===== src/rtl/neuron_pc_sched.sv =====
// neuron_pc_sched: sequential popcount neuron.
// A vector of CHUNKS 5-bit chunks is accepted in IDLE. In RUN, one chunk is
// popcounted per cycle and added to a 7-bit signed accumulator. The result is
// offered in DONE with a valid/ready handshake. abort cancels the operation
// from any state.
// Optional feature macro: NEURON_PC_TERNARY_EN. When defined, a second
// popcount over in_neg is subtracted each RUN cycle.

// Exact 5-input population count.
module neuron_pc_popcnt5 (
  input  logic [4:0] bits,
  output logic [2:0] cnt
);
  // Plain adder tree; the synthesiser maps this to a compact full-adder chain.
  always_comb begin
    cnt = 3'(bits[0]) + 3'(bits[1]) + 3'(bits[2]) + 3'(bits[3]) + 3'(bits[4]);
  end
endmodule

module neuron_pc_sched #(
  parameter int CHUNKS = 8,
  parameter int THRESH = 20
) (
  input  logic                  clk,
  input  logic                  rst_n,
  input  logic                  in_valid,
  output logic                  in_ready,
  input  logic [5*CHUNKS-1:0]   in_pos,
  input  logic [5*CHUNKS-1:0]   in_neg,
  input  logic                  abort,
  output logic                  out_valid,
  input  logic                  out_ready,
  output logic [6:0]            out_sum,
  output logic                  out_fire
);

  // The index must also hold CHUNKS itself. That value marks the extra RUN cycle
  // after the last chunk, so that DONE is entered CHUNKS+1 edges after the accept edge.
  localparam int              IW   = $clog2(CHUNKS + 1);
  localparam logic [IW-1:0]   LAST = IW'(CHUNKS);

  typedef enum logic [1:0] {IDLE, RUN, DONE} state_t;

  state_t                state_q, state_d;
  logic [5*CHUNKS-1:0]   pos_q, pos_d;
  logic signed [6:0]     acc_q, acc_d;
  logic [IW-1:0]         idx_q, idx_d;

  logic [4:0]            pos_chunk;
  logic [2:0]            pos_cnt;
  logic signed [6:0]     delta;

  // Select the chunk addressed by the index. This gives zero once the index is past the last chunk.
  always_comb begin
    pos_chunk = '0;
    for (int k = 0; k < CHUNKS; k++)
      if (idx_q == IW'(k)) pos_chunk = pos_q[5*k +: 5];
  end

  neuron_pc_popcnt5 u_pc_pos (.bits(pos_chunk), .cnt(pos_cnt));

`ifdef NEURON_PC_TERNARY_EN
  logic [5*CHUNKS-1:0]   neg_q, neg_d;
  logic [4:0]            neg_chunk;
  logic [2:0]            neg_cnt;

  // Matching chunk selection for the negative-weight vector.
  always_comb begin
    neg_chunk = '0;
    for (int k = 0; k < CHUNKS; k++)
      if (idx_q == IW'(k)) neg_chunk = neg_q[5*k +: 5];
  end

  neuron_pc_popcnt5 u_pc_neg (.bits(neg_chunk), .cnt(neg_cnt));

  // Signed per-chunk contribution, in the range -5..+5.
  always_comb begin
    delta = $signed({4'b0, pos_cnt}) - $signed({4'b0, neg_cnt});
  end

  // Capture the negative vector only on the accept edge.
  always_comb begin
    neg_d = neg_q;
    if (!abort && state_q == IDLE && in_valid) neg_d = in_neg;
  end

  // Negative vector register.
  always_ff @(posedge clk or negedge rst_n) begin
    if (!rst_n) neg_q <= '0;
    else        neg_q <= neg_d;
  end
`else
  // in_neg has no effect in the binary build.
  logic unused_neg;
  assign unused_neg = ^in_neg;

  // Unsigned per-chunk contribution, in the range 0..5.
  always_comb begin
    delta = $signed({4'b0, pos_cnt});
  end
`endif

  // Next-state and datapath control. abort overrides every handshake.
  always_comb begin
    state_d = state_q;
    pos_d   = pos_q;
    acc_d   = acc_q;
    idx_d   = idx_q;
    if (abort) begin
      state_d = IDLE;
      acc_d   = '0;
      idx_d   = '0;
    end else begin
      unique case (state_q)
        IDLE: if (in_valid) begin
          pos_d   = in_pos;
          acc_d   = '0;
          idx_d   = '0;
          state_d = RUN;
        end
        RUN: begin
          if (idx_q == LAST) begin
            state_d = DONE;
          end else begin
            acc_d = acc_q + delta;
            idx_d = idx_q + IW'(1);
          end
        end
        DONE: if (out_ready) state_d = IDLE;
        default: state_d = IDLE;
      endcase
    end
  end

  // State and datapath registers.
  always_ff @(posedge clk or negedge rst_n) begin
    if (!rst_n) begin
      state_q <= IDLE;
      pos_q   <= '0;
      acc_q   <= '0;
      idx_q   <= '0;
    end else begin
      state_q <= state_d;
      pos_q   <= pos_d;
      acc_q   <= acc_d;
      idx_q   <= idx_d;
    end
  end

  assign in_ready  = (state_q == IDLE);
  assign out_valid = (state_q == DONE);
  assign out_sum   = acc_q;
  // Signed compare of the registered sum against the threshold.
  assign out_fire  = (int'(acc_q) >= THRESH);

endmodule


===== config.mk =====
export PLATFORM = sky130hd
export DESIGN_NAME = neuron_pc_sched
export DESIGN_NICKNAME = d
export VERILOG_FILES = /design/src/rtl/neuron_pc_sched.sv
export SDC_FILE = /design/constraint.sdc
export NUM_CORES = 1
export LEC_CHECK = 0
export ABC_CLOCK_PERIOD_IN_PS = 4400
export BUFFER_PORTS_ARGS = -buffer_cell sky130_fd_sc_hd__buf_2
export CAP_MARGIN = 20
export CORE_MARGIN = 5
export CORE_UTILIZATION = 51
export CTS_CLUSTER_DIAMETER = 100
export CTS_CLUSTER_SIZE = 25
export DETAILED_ROUTE_END_ITERATION = 16
export PLACE_DENSITY = 0.8
export SYNTH_ARGS = -nofsm -noshare
export SYNTH_HDL_FRONTEND = slang
export SYNTH_SLANG_ARGS = --single-unit

===== constraint.sdc =====
create_clock -name clk -period 4.4 [get_ports clk]
set_input_delay 0.22 -clock clk [delete_from_list [all_inputs] [get_ports clk]]
set_output_delay 0.22 -clock clk [all_outputs]
set_load 0.03 [all_outputs]

==> impl_metrics.yaml <==
run_status:
  outcome: "finished clean"
logic_synthesis:
  postSynthCellCount: 245
  synth_area_mm2: 0.002969
  synthArstFlopShare_pct: 100.0
  synth.avg_cell_area_um2: 12.12
  register_area_share_after_synthesis_pct: 44.67
  unique_masters_post_synth: 49
  net_count_synth: 342
  synth-edff-count: 0
  postSynth.topFlopCell: "sky130_fd_sc_hd__dfrtp_1"
  synth.ff_latch_count: 53
  synth.yosys.warnings: 0
timing:
  setup_tns_ns: 0
  timing_hold_violations_final: 0
  slew_of_the_pin_with_the_lowest_slew_margin_ns: 0.8811
  final-setup-viol-count: 0
  layout_worst_path_cycle_share_pct: 95.36
  worst_slew_margin_rel_pct: 41.26
  max_freq_mhz: 238.3
  rsz0062_at_grt: "no"
  timing.final.max_slew_violations: 0
  period_needed_ns: 4.196
  timing.clock.skew_ns: 0.008474
  setup_ws_final_ns: 0.2043
  timing.hold.ws_ns: 0.01609
final_layout:
  growth_of_design_area_from_synthesis_to_finish_pct: 19.76
  layout-drive-gt1-share_pct: 42.17
  antenna_cells_inserted: 0
  multiInputGateArea_mm2: 0.001579
  layout.cell_area.non_filler_mm2: 0.003556
  number_of_nets_in_the_layout: 410
  num-fill-cells: 433
  area.sequential_mm2: 0.001329
critical_path:
  reg2reg_to: "out_sum[4]"
  timing.reg2reg.worst_path_depth: 16
  crit_type: "reg2reg"
  timing.rr.start: "idx_q[1]"
  worstPathCellList: "ha_4, buf_4, and2_1, a31oi_2, a21oi_1, a2bb2oi_2, ha_1, fa_1, ha_1, inv_1, fa_1, fa_2, nor2b_1, o21ai_1, mux2_2, a22o_1"
  timing.reg2reg.setup_slack_ns: 0.20
  critical_path_depth: 16
  cp_slowest_cell: "sky130_fd_sc_hd__fa_1"
  critPathRequiredTime_ns: 4.59
  startpoint_of_the_worst_setup_timing_path: "idx_q[1]"
  timing.critical_path.fanout_max: 6
  worstPathBufferInverterCount: 2
  end_kind: "flop"
  worst_path_dominant_cell_family: "adder cells"
  startpoint_type: "flop"
  timing.critical_path.arrival_ns: 4.39
  crit_path_max_incr_delay_ns: 0.55
  critPathCapture: "out_sum[4]"
cts:
  cts.clk_slew.worst_paths_ns: 0.09
  clk-insertion-delay-late_ns: 0.30
  cts_tree: "yes"
  cts_max_level: 2
  holdBufCountCts: 0
  cts-root-to-sink-buffers: 2
  cts_made_buffers: 5
  root_buf_cell: "sky130_fd_sc_hd__clkbuf_8"
  sinks_on_the_clock_net: 53
route:
  avgRoutedWirePerCell_um: 16.42
  drc_errors: 0
  post_drt_via_cell_ratio: 5.538
  dr.pass1.iters: 4
  ant_nets: 0
  route.final.wire_length_um: 6323
  drt_iter0_markers: 176
  via_count: 2132
placed_design:
  gp_routability_congestion: 0.8296
  post-place-ws_ns: 0.009328
  post_dp_hpwl_um: 4706
  post_dp_cell_area_mm2: 0.003348
  port_buffers: 54
global_route:
  grt_start_max_net_pins: 54
  first_pass_grt_wire_length_um: 10680
  antenna_violations_before_repair: 0
  number_of_global_route_vias_before_repair: 2230
  globalRouteOverflowTotal: 0
  groute.usage.overall_pct: 17.95
floorplan:
  initial_utilization_pct: 53.27
  placementRows: 27
  vertical_extent_of_the_die_um: 86.30
  floorplan.die_area_mm2: 0.007448
  fp.coreArea_mm2: 0.005574
  io_pins: 95
  die-width_um: 86.30
pwr:
  ir_worst_vdd_uv: 219.6
  cellPowerDensity_mw_per_mm2: 388.1
  p_leak_nw: 1.667
  power.total_w: 0.001380
run:
  cap_violations: 0
worst_hold_path:
  timing.hold.worst.class: "in2async"
state kept, by name, indices dropped and copies added, names as in the netlist:
name	cells
idx_q	4
out_sum	7
pos_q	40
state_q	2
power breakdown:
part	switching (W)	internal, W	total, W
Clock	0.000149	0.000165	0.000314
Combinational	0.000201	0.000233	0.000433
Sequential	0.0000606	0.000572	0.000633
Total	0.000410	0.000970	0.00138
stage by stage:
stage | util (%) | instances
floorplan | - | 245
CTS | 62.02 | 382
global route | 63.79 | 385
detailed placement | 60.07 | 375
global placement | 60.07 | 375
finish | 63.79 | 385
worst min path at each step:
| stage | start | endpoint | slack [ns] |
|---|---|---|---|
| 5_1_grt | rst_n | out_sum[3] | 0.08 |
| 2_1_floorplan | rst_n | idx_q[0] | -0.08 |
| 4_1_cts | rst_n | out_sum[2] | 0.04 |
| 6_report | rst_n | out_sum[6] | 0.02 |
| 3_5_place_dp | rst_n | out_sum[2] | 0.37 |
| 3_3_place_gp | rst_n | out_sum[3] | 0.37 |
what timing repair did:
item,in CTS,in global routing
endpoints found under the setup margin,1,4
pin swaps,0,1
gates cloned,0,0
setup buffers,0,3
gates resized for setup,2,16
cell type report:
cell class / count / area share, %
multi-input cells: 167 / 44.41
clock buffers: 5 / 1.935
well taps: 72 / 2.533
clock inverters: 2 / 0.9852
flip-flops and latches: 53 / 37.37
inverters: 15 / 1.583
repair buffers: 71 / 11.19
kinds of logic after synthesis:
logic type / count (synthesis) / share of synthesized area, %
flip-flops: 53 / 44.67
buffers and inverters: 25 / 4.804
AO/OA/AOI/OAI: 54 / 12.85
adder cells (fa/ha/maj): 12 / 5.816
XOR/XNOR: 3 / 0.8851
multiplexers: 42 / 19.68
AND/OR/NAND/NOR: 56 / 11.29
metal layers:
metal / part of all wire (%) / wire length (um) / track usage [%] / vias to the layer above
met1: 45 / 2824 / 24.33 / 1044
met2: 49 / 3076 / 28.94 / 65
met3: 4.3 / 272 / 3.137 / 12
met5: 0 / 0 / 0 / -
li1: - / - / - / 1011
met4: 2.4 / 149 / 6.516 / 0
placed cells by master, fill, tap and decap left out, types with 6 or more instances in the layout:
master and count:
sky130_fd_sc_hd__nand2_1 17, sky130_fd_sc_hd__mux2_4 30, sky130_fd_sc_hd__mux2_1 10, sky130_fd_sc_hd__inv_1 13, sky130_fd_sc_hd__nand3_1 6, sky130_fd_sc_hd__buf_2 54
sky130_fd_sc_hd__dfrtp_1 51, sky130_fd_sc_hd__buf_4 17, sky130_fd_sc_hd__a21oi_1 19
cells in the mapped netlist, types with 3 or more instances:
cell type                   number  area (um2)
sky130_fd_sc_hd__fa_1            3       60.06
sky130_fd_sc_hd__mux2_1         10       112.6
sky130_fd_sc_hd__mux2_4         30       450.4
sky130_fd_sc_hd__a31oi_1         4       25.02
sky130_fd_sc_hd__a21oi_1        19       95.09
sky130_fd_sc_hd__nor2_1          5       18.77
sky130_fd_sc_hd__buf_8           3       45.04
sky130_fd_sc_hd__a2bb2oi_1       3       26.28
sky130_fd_sc_hd__a22oi_1         4       30.03
sky130_fd_sc_hd__o221ai_1        3       26.28
sky130_fd_sc_hd__nand2b_1        6       37.54
sky130_fd_sc_hd__dfrtp_1        53        1326
sky130_fd_sc_hd__o21ai_0         6       30.03
sky130_fd_sc_hd__nor2b_1         4       25.02
sky130_fd_sc_hd__nand3_1         6       30.03
sky130_fd_sc_hd__a22o_1          3       26.28
sky130_fd_sc_hd__buf_2           6       30.03
sky130_fd_sc_hd__ha_1            9       112.6
sky130_fd_sc_hd__nand2_1        17       63.81
sky130_fd_sc_hd__inv_1          15       56.30
worst register-to-register path, stage by stage, from the launching register on:
cell and delay, ns:
sky130_fd_sc_hd__dfrtp_2 0.47, sky130_fd_sc_hd__ha_4 0.20, sky130_fd_sc_hd__buf_4 0.15, sky130_fd_sc_hd__and2_1 0.14, sky130_fd_sc_hd__a31oi_2 0.20, sky130_fd_sc_hd__a21oi_1 0.11
sky130_fd_sc_hd__a2bb2oi_2 0.15, sky130_fd_sc_hd__ha_1 0.32, sky130_fd_sc_hd__fa_1 0.55, sky130_fd_sc_hd__ha_1 0.15, sky130_fd_sc_hd__inv_1 0.05, sky130_fd_sc_hd__fa_1 0.49
sky130_fd_sc_hd__fa_2 0.39, sky130_fd_sc_hd__nor2b_1 0.12, sky130_fd_sc_hd__o21ai_1 0.10, sky130_fd_sc_hd__mux2_2 0.29, sky130_fd_sc_hd__a22o_1 0.24
(Power assumes the default switching activity.)
